===== src/rtl/countdown_ctrl_if.sv =====
// rtl/countdown_ctrl_if.sv - keypad, clock-block and display signal bundle for countdown_ctrl
//
// Purpose: groups every countdown_ctrl signal except clk/rst.
// Signals (direction as seen by the controller, modport slave):
//   tick        in   1  one-cycle strobe per timer second
//   key_valid   in   1  one-cycle strobe per key press
//   key         in   4  key code: 0-9 digits, 10 '*', 11 '#'
//   minute      in   7  clock block minutes
//   second      in   6  clock block seconds
//   load        out  1  load request to clock block
//   load_minute out  7  minutes to load
//   pause       out  1  freeze clock block
//   switch      out  1  controlled load, high while counting
//   disp_sel    out  1  0 = timer, 1 = entry buffer
//   entry       out  7  entry buffer
//   disp_en     out  1  display enable, blinks during alarm
// The master modport is the driving side (keypad/clock/display or a testbench).
interface countdown_ctrl_if;
    logic       tick;
    logic       key_valid;
    logic [3:0] key;
    logic [6:0] minute;
    logic [5:0] second;
    logic       load;
    logic [6:0] load_minute;
    logic       pause;
    logic       switch;
    logic       disp_sel;
    logic [6:0] entry;
    logic       disp_en;

    modport master (
        output tick, key_valid, key, minute, second,
        input  load, load_minute, pause, switch, disp_sel, entry, disp_en
    );

    modport slave (
        input  tick, key_valid, key, minute, second,
        output load, load_minute, pause, switch, disp_sel, entry, disp_en
    );
endinterface


===== src/rtl/countdown_ctrl.sv =====
// rtl/countdown_ctrl.sv - keypad-driven countdown timer sequencer
//
// Purpose: decodes key events into entry/start/pause/abort, drives the clock
// block load/pause/load_minute, detects expiry, drives switch and display
// select/blink.
// Ports:
//   clk  in  1  system clock
//   rst  in  1  synchronous active-high reset
//   bus  countdown_ctrl_if.slave (tick, key_valid, key, minute, second in;
//        load, load_minute, pause, switch, disp_sel, entry, disp_en out)
// All outputs come straight from flops; key/tick effects appear one cycle
// after the strobe.
module countdown_ctrl #(
    parameter logic [6:0] DEFAULT_MIN = 7'd1,
    parameter logic [6:0] MAX_MIN     = 7'd99,
    parameter logic [3:0] ALARM_SECS  = 4'd10
) (
    input  logic            clk,
    input  logic            rst,
    countdown_ctrl_if.slave bus
);
    typedef enum logic [2:0] {
        S_IDLE,
        S_ENTRY,
        S_LOADING,
        S_RUN,
        S_PAUSED,
        S_EXPIRED
    } state_t;

    state_t     state, state_nxt;
    logic [6:0] preset, preset_nxt;
    logic [6:0] entry_q, entry_nxt;
    logic [3:0] alarm_cnt, alarm_cnt_nxt;
    logic       blink, blink_nxt;
    logic       load_q, load_nxt;
    logic       pause_q, pause_nxt;
    logic       switch_q, switch_nxt;
    logic       disp_sel_q, disp_sel_nxt;

    logic       key_digit, key_star, key_hash, key_any;
    logic [6:0] entry_shift, entry_clamped;
    logic [3:0] alarm_inc;
    logic       timer_zero, load_done;

    assign key_digit = bus.key_valid && (bus.key <= 4'd9);
    assign key_star  = bus.key_valid && (bus.key == 4'd10);
    assign key_hash  = bus.key_valid && (bus.key == 4'd11);
    assign key_any   = bus.key_valid && (bus.key <= 4'd11);

    // Two-digit shift register in decimal: keep the last digit, append the new one.
    assign entry_shift   = 7'((entry_q % 7'd10) * 7'd10) + {3'd0, bus.key};
    assign entry_clamped = (entry_shift > MAX_MIN) ? MAX_MIN : entry_shift;

    assign alarm_inc  = alarm_cnt + 4'd1;
    assign timer_zero = (bus.minute == 7'd0) && (bus.second == 6'd0);
    assign load_done  = (bus.minute == preset) && (bus.second == 6'd0);

    always_ff @(posedge clk) begin
        if (rst) begin
            state      <= S_IDLE;
            preset     <= DEFAULT_MIN;
            entry_q    <= 7'd0;
            alarm_cnt  <= 4'd0;
            blink      <= 1'b1;
            load_q     <= 1'b0;
            pause_q    <= 1'b1;
            switch_q   <= 1'b0;
            disp_sel_q <= 1'b0;
        end else begin
            state      <= state_nxt;
            preset     <= preset_nxt;
            entry_q    <= entry_nxt;
            alarm_cnt  <= alarm_cnt_nxt;
            blink      <= blink_nxt;
            load_q     <= load_nxt;
            pause_q    <= pause_nxt;
            switch_q   <= switch_nxt;
            disp_sel_q <= disp_sel_nxt;
        end
    end

    always_comb begin
        state_nxt     = state;
        preset_nxt    = preset;
        entry_nxt     = entry_q;
        alarm_cnt_nxt = alarm_cnt;
        blink_nxt     = 1'b1;
        unique case (state)
            S_IDLE: begin
                if (key_digit) begin
                    entry_nxt = {3'd0, bus.key};
                    state_nxt = S_ENTRY;
                end else if (key_hash && (preset != 7'd0)) begin
                    state_nxt = S_LOADING;
                end
            end
            S_ENTRY: begin
                if (key_digit) begin
                    entry_nxt = entry_clamped;
                end else if (key_hash && (entry_q != 7'd0)) begin
                    preset_nxt = entry_q;
                    state_nxt  = S_LOADING;
                end else if (key_star) begin
                    entry_nxt = 7'd0;
                    state_nxt = S_IDLE;
                end
            end
            S_LOADING: begin
                // Abort takes precedence over a load completing in the same cycle.
                if (key_star) begin
                    state_nxt = S_IDLE;
                end else if (load_done) begin
                    state_nxt = S_RUN;
                end
            end
            S_RUN: begin
                if (timer_zero) begin
                    alarm_cnt_nxt = 4'd0;
                    state_nxt     = S_EXPIRED;
                end else if (key_hash) begin
                    state_nxt = S_PAUSED;
                end else if (key_star) begin
                    state_nxt = S_IDLE;
                end
            end
            S_PAUSED: begin
                if (key_hash) begin
                    state_nxt = S_RUN;
                end else if (key_star) begin
                    state_nxt = S_IDLE;
                end
            end
            S_EXPIRED: begin
                blink_nxt = blink;
                if (bus.tick) begin
                    alarm_cnt_nxt = alarm_inc;
                    blink_nxt     = ~blink;
                end
                // Leaving the alarm always restores a lit display.
                if (key_any || (bus.tick && (alarm_inc == ALARM_SECS))) begin
                    blink_nxt = 1'b1;
                    state_nxt = S_IDLE;
                end
            end
            default: state_nxt = S_IDLE;
        endcase
    end

    // Outputs are decoded from the next state so they land in flops together with it.
    always_comb begin
        load_nxt     = (state_nxt == S_LOADING);
        pause_nxt    = !((state_nxt == S_LOADING) || (state_nxt == S_RUN));
        switch_nxt   = (state_nxt == S_RUN);
        disp_sel_nxt = (state_nxt == S_ENTRY);
    end

    assign bus.load        = load_q;
    assign bus.load_minute = preset;
    assign bus.pause       = pause_q;
    assign bus.switch      = switch_q;
    assign bus.disp_sel    = disp_sel_q;
    assign bus.entry       = entry_q;
    assign bus.disp_en     = blink;
endmodule


===== src/flat_wrapper.sv =====
// flat-port wrapper written by rule: the top's interface ports become plain ports
module countdown_ctrl_flat 
#(
    parameter logic [6:0] DEFAULT_MIN = 7'd1,
    parameter logic [6:0] MAX_MIN     = 7'd99,
    parameter logic [3:0] ALARM_SECS  = 4'd10
)
  (clk, rst, bus_tick, bus_key_valid, bus_key, bus_minute, bus_second, bus_load, bus_load_minute, bus_pause, bus_switch, bus_disp_sel, bus_entry, bus_disp_en);
  countdown_ctrl_if bus_i ();
  input  logic clk;
  input  logic rst;
  input wire logic [$bits(bus_i.tick)-1:0] bus_tick;
  input wire logic [$bits(bus_i.key_valid)-1:0] bus_key_valid;
  input wire logic [$bits(bus_i.key)-1:0] bus_key;
  input wire logic [$bits(bus_i.minute)-1:0] bus_minute;
  input wire logic [$bits(bus_i.second)-1:0] bus_second;
  output wire logic [$bits(bus_i.load)-1:0] bus_load;
  output wire logic [$bits(bus_i.load_minute)-1:0] bus_load_minute;
  output wire logic [$bits(bus_i.pause)-1:0] bus_pause;
  output wire logic [$bits(bus_i.switch)-1:0] bus_switch;
  output wire logic [$bits(bus_i.disp_sel)-1:0] bus_disp_sel;
  output wire logic [$bits(bus_i.entry)-1:0] bus_entry;
  output wire logic [$bits(bus_i.disp_en)-1:0] bus_disp_en;
  assign bus_i.tick = bus_tick;
  assign bus_i.key_valid = bus_key_valid;
  assign bus_i.key = bus_key;
  assign bus_i.minute = bus_minute;
  assign bus_i.second = bus_second;
  assign bus_load = bus_i.load;
  assign bus_load_minute = bus_i.load_minute;
  assign bus_pause = bus_i.pause;
  assign bus_switch = bus_i.switch;
  assign bus_disp_sel = bus_i.disp_sel;
  assign bus_entry = bus_i.entry;
  assign bus_disp_en = bus_i.disp_en;
  countdown_ctrl #(.DEFAULT_MIN(DEFAULT_MIN), .MAX_MIN(MAX_MIN), .ALARM_SECS(ALARM_SECS)) u_core (.clk(clk), .rst(rst), .bus(bus_i));
endmodule

===== config.mk =====
export PLATFORM = sky130hd
export DESIGN_NAME = countdown_ctrl_flat
export DESIGN_NICKNAME = d
export VERILOG_FILES = /design/src/rtl/countdown_ctrl_if.sv /design/src/rtl/countdown_ctrl.sv /design/src/flat_wrapper.sv
export SDC_FILE = /design/constraint.sdc
export NUM_CORES = 1
export LEC_CHECK = 0
export CAP_MARGIN = 0
export CORE_ASPECT_RATIO = 0.9
export CORE_MARGIN = 4
export CORE_UTILIZATION = 50
export CTS_BUF_LIST = sky130_fd_sc_hd__clkbuf_4
export DETAILED_ROUTE_END_ITERATION = 10
export PLACE_DENSITY = 0.83
export SYNTH_ARGS = -nofsm -noshare
export SYNTH_HDL_FRONTEND = slang
export SYNTH_SLANG_ARGS = --single-unit

===== constraint.sdc =====
create_clock -name clk -period 5.15 [get_ports clk]
set_clock_uncertainty 0.2 [all_clocks]
set_input_delay 0.515 -clock clk [delete_from_list [all_inputs] [get_ports clk]]
set_output_delay 0.515 -clock clk [all_outputs]
set_load 0.02 [all_outputs]

==> flow_summary_export.csv, run 1 <==
group,metric,value,unit
finish,final_cell_mix,"clkdlybuf4s50_1, nor2_1, dfxtp_1",
clock_tree,cts_hold_buf,0,
finish,fin_nets,332,
timing,period_needed,4.80,ns
die,initial_core_util,51.6,%
die,ios,40,
drt,detail-route-antenna-nets,0,
global_routing,grt_start_max_net_pins,28,
timing,fmax,0.208,GHz
die,design.die.area,5280,sq um
yosys,avgSynthCellArea,8.03,sq um
yosys,synthCells,260,
timing,relSlewSlack,42.0,%
yosys,synth_top_area_share,24.9,%
setup_path,worstPathRequired,5.15,ns
yosys,synth_area_leaders,"dfxtp_1, ha_1, nor2_1",
timing,setup_viol,0,
timing,fin_crit_sh,93.2,%
die,rows,22,
finish,utilization,63.6,%
worst_hold_path,hold_path_startpoint,"u_core.alarm_cnt[3]",
setup_path,endpoint_kind,"flop",
die,core_area,4050,sq um
clock_tree,htreeDepth,1,
clock_tree,clock_path_buffers,2,
die,die_y,69.3,microns
drt,first_pass_iters,4,
setup_path,start_kind,"flop",
setup_path,critPathMaxFanout,14,
finish,finalNonFillerCells,344,
place,gp_congestion,0.934,
setup_path,critical_path_class,"flop to flop",
yosys,ys_seq_area_share,24.9,%
drt,vias_per_cell,5.97,
finish,diodes,0,
timing,tightest_slew,0.867,ns
global_routing,grt_pass1_vias,1919,
clock_tree,clk_latency,0.33,ns
status,status,"finished clean",
yosys,ys.flop_type,"dfxtp_1",
finish,syn_to_final_growth,23.3,%
die,die_x,76.1,microns
worst_hold_path,min_path_cells,2,
yosys,ys_async_sr_fraction,0,%
global_routing,antenna_found_initial,0,
pwr,p_leak,1.03,nW
global_routing,grt_first_pass_wirelength,8760,microns
setup_path,startpoint,"u_core.bus.entry[6]",
run,cap_violations,0,
clock_tree,cts_buffers,3,
finish,final-seq-area,522,sq um
yosys,synth_edf_count,0,
setup_path,worstRegToRegCells,17,
finish,drive_gt1_share,7.43,%
place,place_hpwl,3900,microns
drt,wirelength,5120,microns
yosys,ys_seq_elements,26,
finish,final_common_cell,"clkdlybuf4s50_1",
drt,drc,0,
clock_tree,clock-sinks,26,
timing,fin_setup_tns,0,ns
yosys,ys_types,59,
yosys,synth.cell_area,2090,sq um
yosys,yosysTopAreaCell,"dfxtp_1",
yosys,yosysWarnings,0,
pwr,powerDensity,243,nW/um^2
clock_tree,cts-root-buf,"clkbuf_4",
finish,nFillCells,353,
timing,final_hold_viol_count,0,
setup_path,rr_startpoint,"u_core.bus.entry[6]",
clock_tree,clk_pin_slew,0.14,ns
setup_path,critPathArrivalTime,4.80,ns
drt,vias,2053,
worst_hold_path,hold_path_class,"flop to flop",
pwr,vdd_drop_max,0.108,mV
global_routing,grtUsageTotal,18.9,%
finish,multi_input_area,1470,sq um
timing,drv_slew,0,
place,dp_cells,340,
drt,drt_iter0_drc,235,
clock_tree,cts_tree,"built",
timing,grt_setup_unrepaired,"false",
global_routing,overflow,0,
drt,wl_per_cell,14.9,microns
yosys,syn_nets,295,
place,portBuffers,39,
[routing by layer]
layer	routed length, microns	part of all wire (%)	vias to the layer above	track usage (%)
met5	0	0	-	0
met2	2320	45	84	30.2
li1	-	-	1017	-
met4	51	1.0	0	4.27
met1	2380	46	946	26.3
met3	368	7.2	6	3.51
[synth_stat cells (3+ instances only)]
cell and instances:
nor2_1 30, dfxtp_1 26, a21oi_1 20, nand2_1 17, ha_1 12, inv_1 11, o21ai_1 10, xnor2_1 9
xor2_1 9, mux2i_1 8, nor2b_1 8, nand3_1 7, clkbuf_1 6, nor3_1 6, nor4_1 6, nand3b_1 5
nor3b_1 4, a21o_1 3, a22oi_1 3, buf_2 3, nand2b_1 3, o21ai_0 3, or3_1 3, or4_1 3
[layout make-up]
type                            instances  area share [%]
Timing Repair Buffer                   43            16.3
Clock inverter                          1            1.17
Multi-Input combinational cell        210            57.1
Tap cell                               48            2.33
Sequential cell                        26            20.3
Clock buffer                            3           0.875
Inverter                               13            1.90
[repair_timing]
| item | in CTS | in global routing |
|---|---|---|
| gates resized for setup | 0 | 3 |
| setup endpoints to repair | 0 | 6 |
| buffers inserted | 0 | 0 |
[report_power, final]
group / switching [mW] / internal (mW) / leakage, nW
combinational: 0.142 / 0.123 / 0.788
sequential: 0.0102 / 0.208 / 0.211
clock: 0.0639 / 0.0788 / 0.0279
total: 0.216 / 0.410 / 1.03
[state kept, by name, indices dropped and copies added (netlist names)]
| register | flops |
|---|---|
| u_core.bus.disp_sel | 1 |
| u_core.alarm_cnt | 4 |
| u_core.bus.load | 1 |
| u_core.bus.load_minute | 7 |
| u_core.bus.disp_en | 1 |
| u_core.state | 3 |
| u_core.bus.switch | 1 |
| u_core.bus.entry | 7 |
| u_core.bus.pause | 1 |
[cell families (layout without fill, tap and decap cells)]
logic type | after synthesis | after routing | share of synthesized area, %
AO/OA/AOI/OAI | 60 | 60 | 19.2
XOR/XNOR | 20 | 20 | 9.11
adder cells (fa/ha/maj) | 14 | 14 | 9.11
buffers and inverters | 24 | 60 | 5.03
flip-flops | 26 | 26 | 24.9
multiplexers | 11 | 11 | 5.57
AND/OR/NAND/NOR | 105 | 105 | 27.0
[path summary, 6_finish.rpt]
kind | to | slack, ns
worst max-delay path | u_core.bus.entry[4] | 0.35
worst min-delay path | u_core.alarm_cnt[3] | 0.34
worst max register to register | u_core.bus.entry[4] | 0.35
worst min register to register | u_core.alarm_cnt[3] | 0.34
[per-stage QoR]
stage / setup WS [ns] / hold WS, ns / cell area (sq um) / power (mW)
6_report: 0.350 / 0.337 / 2570 / 0.626
5_1_grt: 0.0332 / 0.369 / 2570 / 0.664
4_1_cts: 0.129 / 0.346 / 2560 / 0.624
3_5_place_dp: 0.195 / 0.311 / 2510 / 0.483
3_3_place_gp: 0.348 / 0.299 / 2510 / 0.477
2_1_floorplan: 0.413 / 0.281 / 2090 / 0.412
[worst max-delay path, stage by stage (launching register included)]
cell,delay (ns)
dfxtp_2,0.49
nor2b_1,0.35
nor3_1,0.13
a311oi_2,0.35
ha_1,0.21
inv_1,0.06
o221a_1,0.14
or3_1,0.37
xnor2_1,0.27
ha_1,0.29
ha_1,0.19
inv_1,0.06
fa_1,0.43
nand3b_1,0.22
xnor2_2,0.17
xnor2_2,0.23
mux2i_2,0.38
o41ai_1,0.12
Note: power is estimated with default switching activity, not from simulation.
==> inputs of run 2 (changes only) <==
--- a/config.mk
+++ b/config.mk
@@ -7,11 +7,11 @@
 export LEC_CHECK = 0
 export CAP_MARGIN = 0
 export CORE_ASPECT_RATIO = 0.9
-export CORE_MARGIN = 4
-export CORE_UTILIZATION = 50
+export CORE_MARGIN = 3
+export CORE_UTILIZATION = 30
 export CTS_BUF_LIST = sky130_fd_sc_hd__clkbuf_4
 export DETAILED_ROUTE_END_ITERATION = 10
-export PLACE_DENSITY = 0.83
+export PLACE_DENSITY = 0.57
 export SYNTH_ARGS = -nofsm -noshare
 export SYNTH_HDL_FRONTEND = slang
 export SYNTH_SLANG_ARGS = --single-unit
==> run 2 against run 1 <==
  * First-iteration DRC count grew 8.5%
  * Routed wire length grew 0.86%
  * Sequential power is essentially flat
==> flow_summary_export.csv, run 2 (synthesis gave the netlist of run 1 again) <==
group,metric,value,unit
clock_tree,cts-root-buf,"clkbuf_4",
global_routing,grt_start_max_net_pins,28,
timing,period_needed,4.78,ns
drt,first_pass_iters,4,
finish,diodes,0,
place,portBuffers,39,
drt,drc,0,
place,gp_congestion,0.860,
setup_path,worstRegToRegCells,17,
finish,final_cell_mix,"clkdlybuf4s50_1, nor2_1, dfxtp_1",
timing,relSlewSlack,40.4,%
worst_hold_path,hold_path_class,"flop to flop",
drt,vias,1963,
drt,drt_iter0_drc,255,
die,die_y,85.2,microns
drt,routed.top_layer,"met4",
pwr,p_leak,1.03,nW
timing,setup_ws,0.375,ns
timing,fin_crit_sh,92.7,%
setup_path,start_kind,"flop",
clock_tree,clock_path_buffers,2,
clock_tree,cts_tree,"built",
drt,vias_per_cell,5.07,
global_routing,antenna_found_initial,0,
global_routing,grt_first_pass_wirelength,8870,microns
place,dp_worst_setup_slack,0.202,ns
clock_tree,htreeDepth,1,
pwr,powerDensity,237,nW/um^2
pwr,vdd_drop_max,0.103,mV
setup_path,critPathArrivalTime,4.77,ns
worst_hold_path,min_path_cells,2,
setup_path,endpoint_kind,"flop",
die,design.die.area,8000,sq um
global_routing,grt_pass1_vias,1920,
timing,setup_viol,0,
setup_path,critical_path_class,"flop to flop",
worst_hold_path,hold_end,"u_core.alarm_cnt[3]",
setup_path,rr_startpoint,"u_core.bus.entry[6]",
global_routing,overflow,0,
die,core_area,6660,sq um
global_routing,grtUsageTotal,13.2,%
drt,wirelength,5160,microns
drt,met3_length,238,microns
die,ios,40,
worst_hold_path,hold_path_startpoint,"u_core.alarm_cnt[3]",
setup_path,rr_endpoint,"u_core.bus.entry[4]",
timing,final_hold_viol_count,0,
setup_path,worstPathRequired,5.15,ns
status,status,"finished clean",
clock_tree,clock-sinks,26,
timing,fmax,0.209,GHz
finish,finalNonFillerCells,387,
finish,fin_nets,333,
run,cap_violations,0,
setup_path,reg2reg_slack,0.37,ns
finish,syn_to_final_growth,26.5,%
die,rows,28,
finish,final_common_cell,"clkdlybuf4s50_1",
die,die_x,93.9,microns
die,initial_core_util,31.4,%
drt,dr_wl_met2,2220,microns
clock_tree,post_cts_buffers,0,
clock_tree,clk_latency,0.33,ns
setup_path,critPathMaxFanout,8,
drt,met1Wirelength,2670,microns
drt,detail-route-antenna-nets,0,
finish,drive_gt1_share,7.74,%
clock_tree,cts_buffers,3,
timing,tightest_slew,0.890,ns
clock_tree,cts_hold_buf,0,
drt,wl_per_cell,13.3,microns
place,dp_cells,383,
clock_tree,clk_pin_slew,0.15,ns
pwr,total_power,0.626,mW
timing,drv_slew,0,
timing,fin_setup_tns,0,ns
place,place_hpwl,3980,microns
[run 2: changes by cell type in the layout (fill, tap and decap cells not counted)]
cell,previous run,this run
buf_4,4,5
dfxtp_1,25,26
dfxtp_2,1,0
nor2b_1,7,6
nor2b_4,0,1
[run 2: critical path: stages (launching register included)]
cell      delay, ns
dfxtp_1        0.53
nor2b_2        0.33
nor3_1         0.11
a311oi_2       0.36
ha_1           0.21
inv_1          0.06
o221a_1        0.15
or3_1          0.37
xnor2_1        0.28
ha_1           0.29
ha_1           0.20
inv_1          0.07
fa_1           0.43
nand3b_1       0.21
xnor2_2        0.16
xnor2_2        0.22
mux2i_2        0.36
o41ai_1        0.10
[run 2: cell type report]
class / instances / area, sq um
clock inverter: 1 / 30.0
sequential: 26 / 520
clock buffer: 3 / 22.5
timing repair buffer: 44 / 428
fill: 698 / 4020
tap: 90 / 113
multi-input combinational: 210 / 1480
inverter: 13 / 48.8
[run 2: worst max-delay path by stage]
stage	start	depth (start not counted)	slack (ns)	end
6_report	u_core.bus.entry[6]	17	0.37	u_core.bus.entry[4]
5_1_grt	u_core.bus.entry[6]	17	-0.01	u_core.bus.entry[4]
4_1_cts	u_core.bus.entry[4]	17	0.16	u_core.bus.entry[4]
3_5_place_dp	u_core.bus.entry[4]	17	0.20	u_core.bus.entry[4]
3_3_place_gp	u_core.bus.entry[4]	17	0.32	u_core.bus.entry[4]
2_1_floorplan	u_core.bus.entry[5]	19	0.41	u_core.bus.entry[1]
[run 2: power by group]
| part | switching, mW | internal [mW] |
|---|---|---|
| Clock | 0.0645 | 0.0787 |
| Sequential | 0.00997 | 0.208 |
| Combinational | 0.141 | 0.124 |
| Total | 0.215 | 0.411 |
[run 2: per-stage QoR]
step | area, sq um | util [%] | hold slack, ns
2_1_floorplan | 2090 | - | 0.281
3_3_place_gp | 2570 | 38.6 | 0.301
3_5_place_dp | 2570 | 38.6 | 0.318
4_1_cts | 2630 | 39.4 | 0.351
5_1_grt | 2640 | 39.7 | 0.381
6_report | 2640 | 39.7 | 0.336
[run 2: repair_timing]
item | in CTS | in global routing
resized for setup | 0 | 4
endpoints found under the hold margin | 0 | 0
endpoints found under the setup margin | 0 | 5
[run 2: layer usage]
layer / vias up / global-route usage (%)
met5: - / 0
met4: 0 / 1.97
met3: 2 / 2.13
met2: 44 / 20.9
met1: 901 / 19.2
li1: 1016 / -
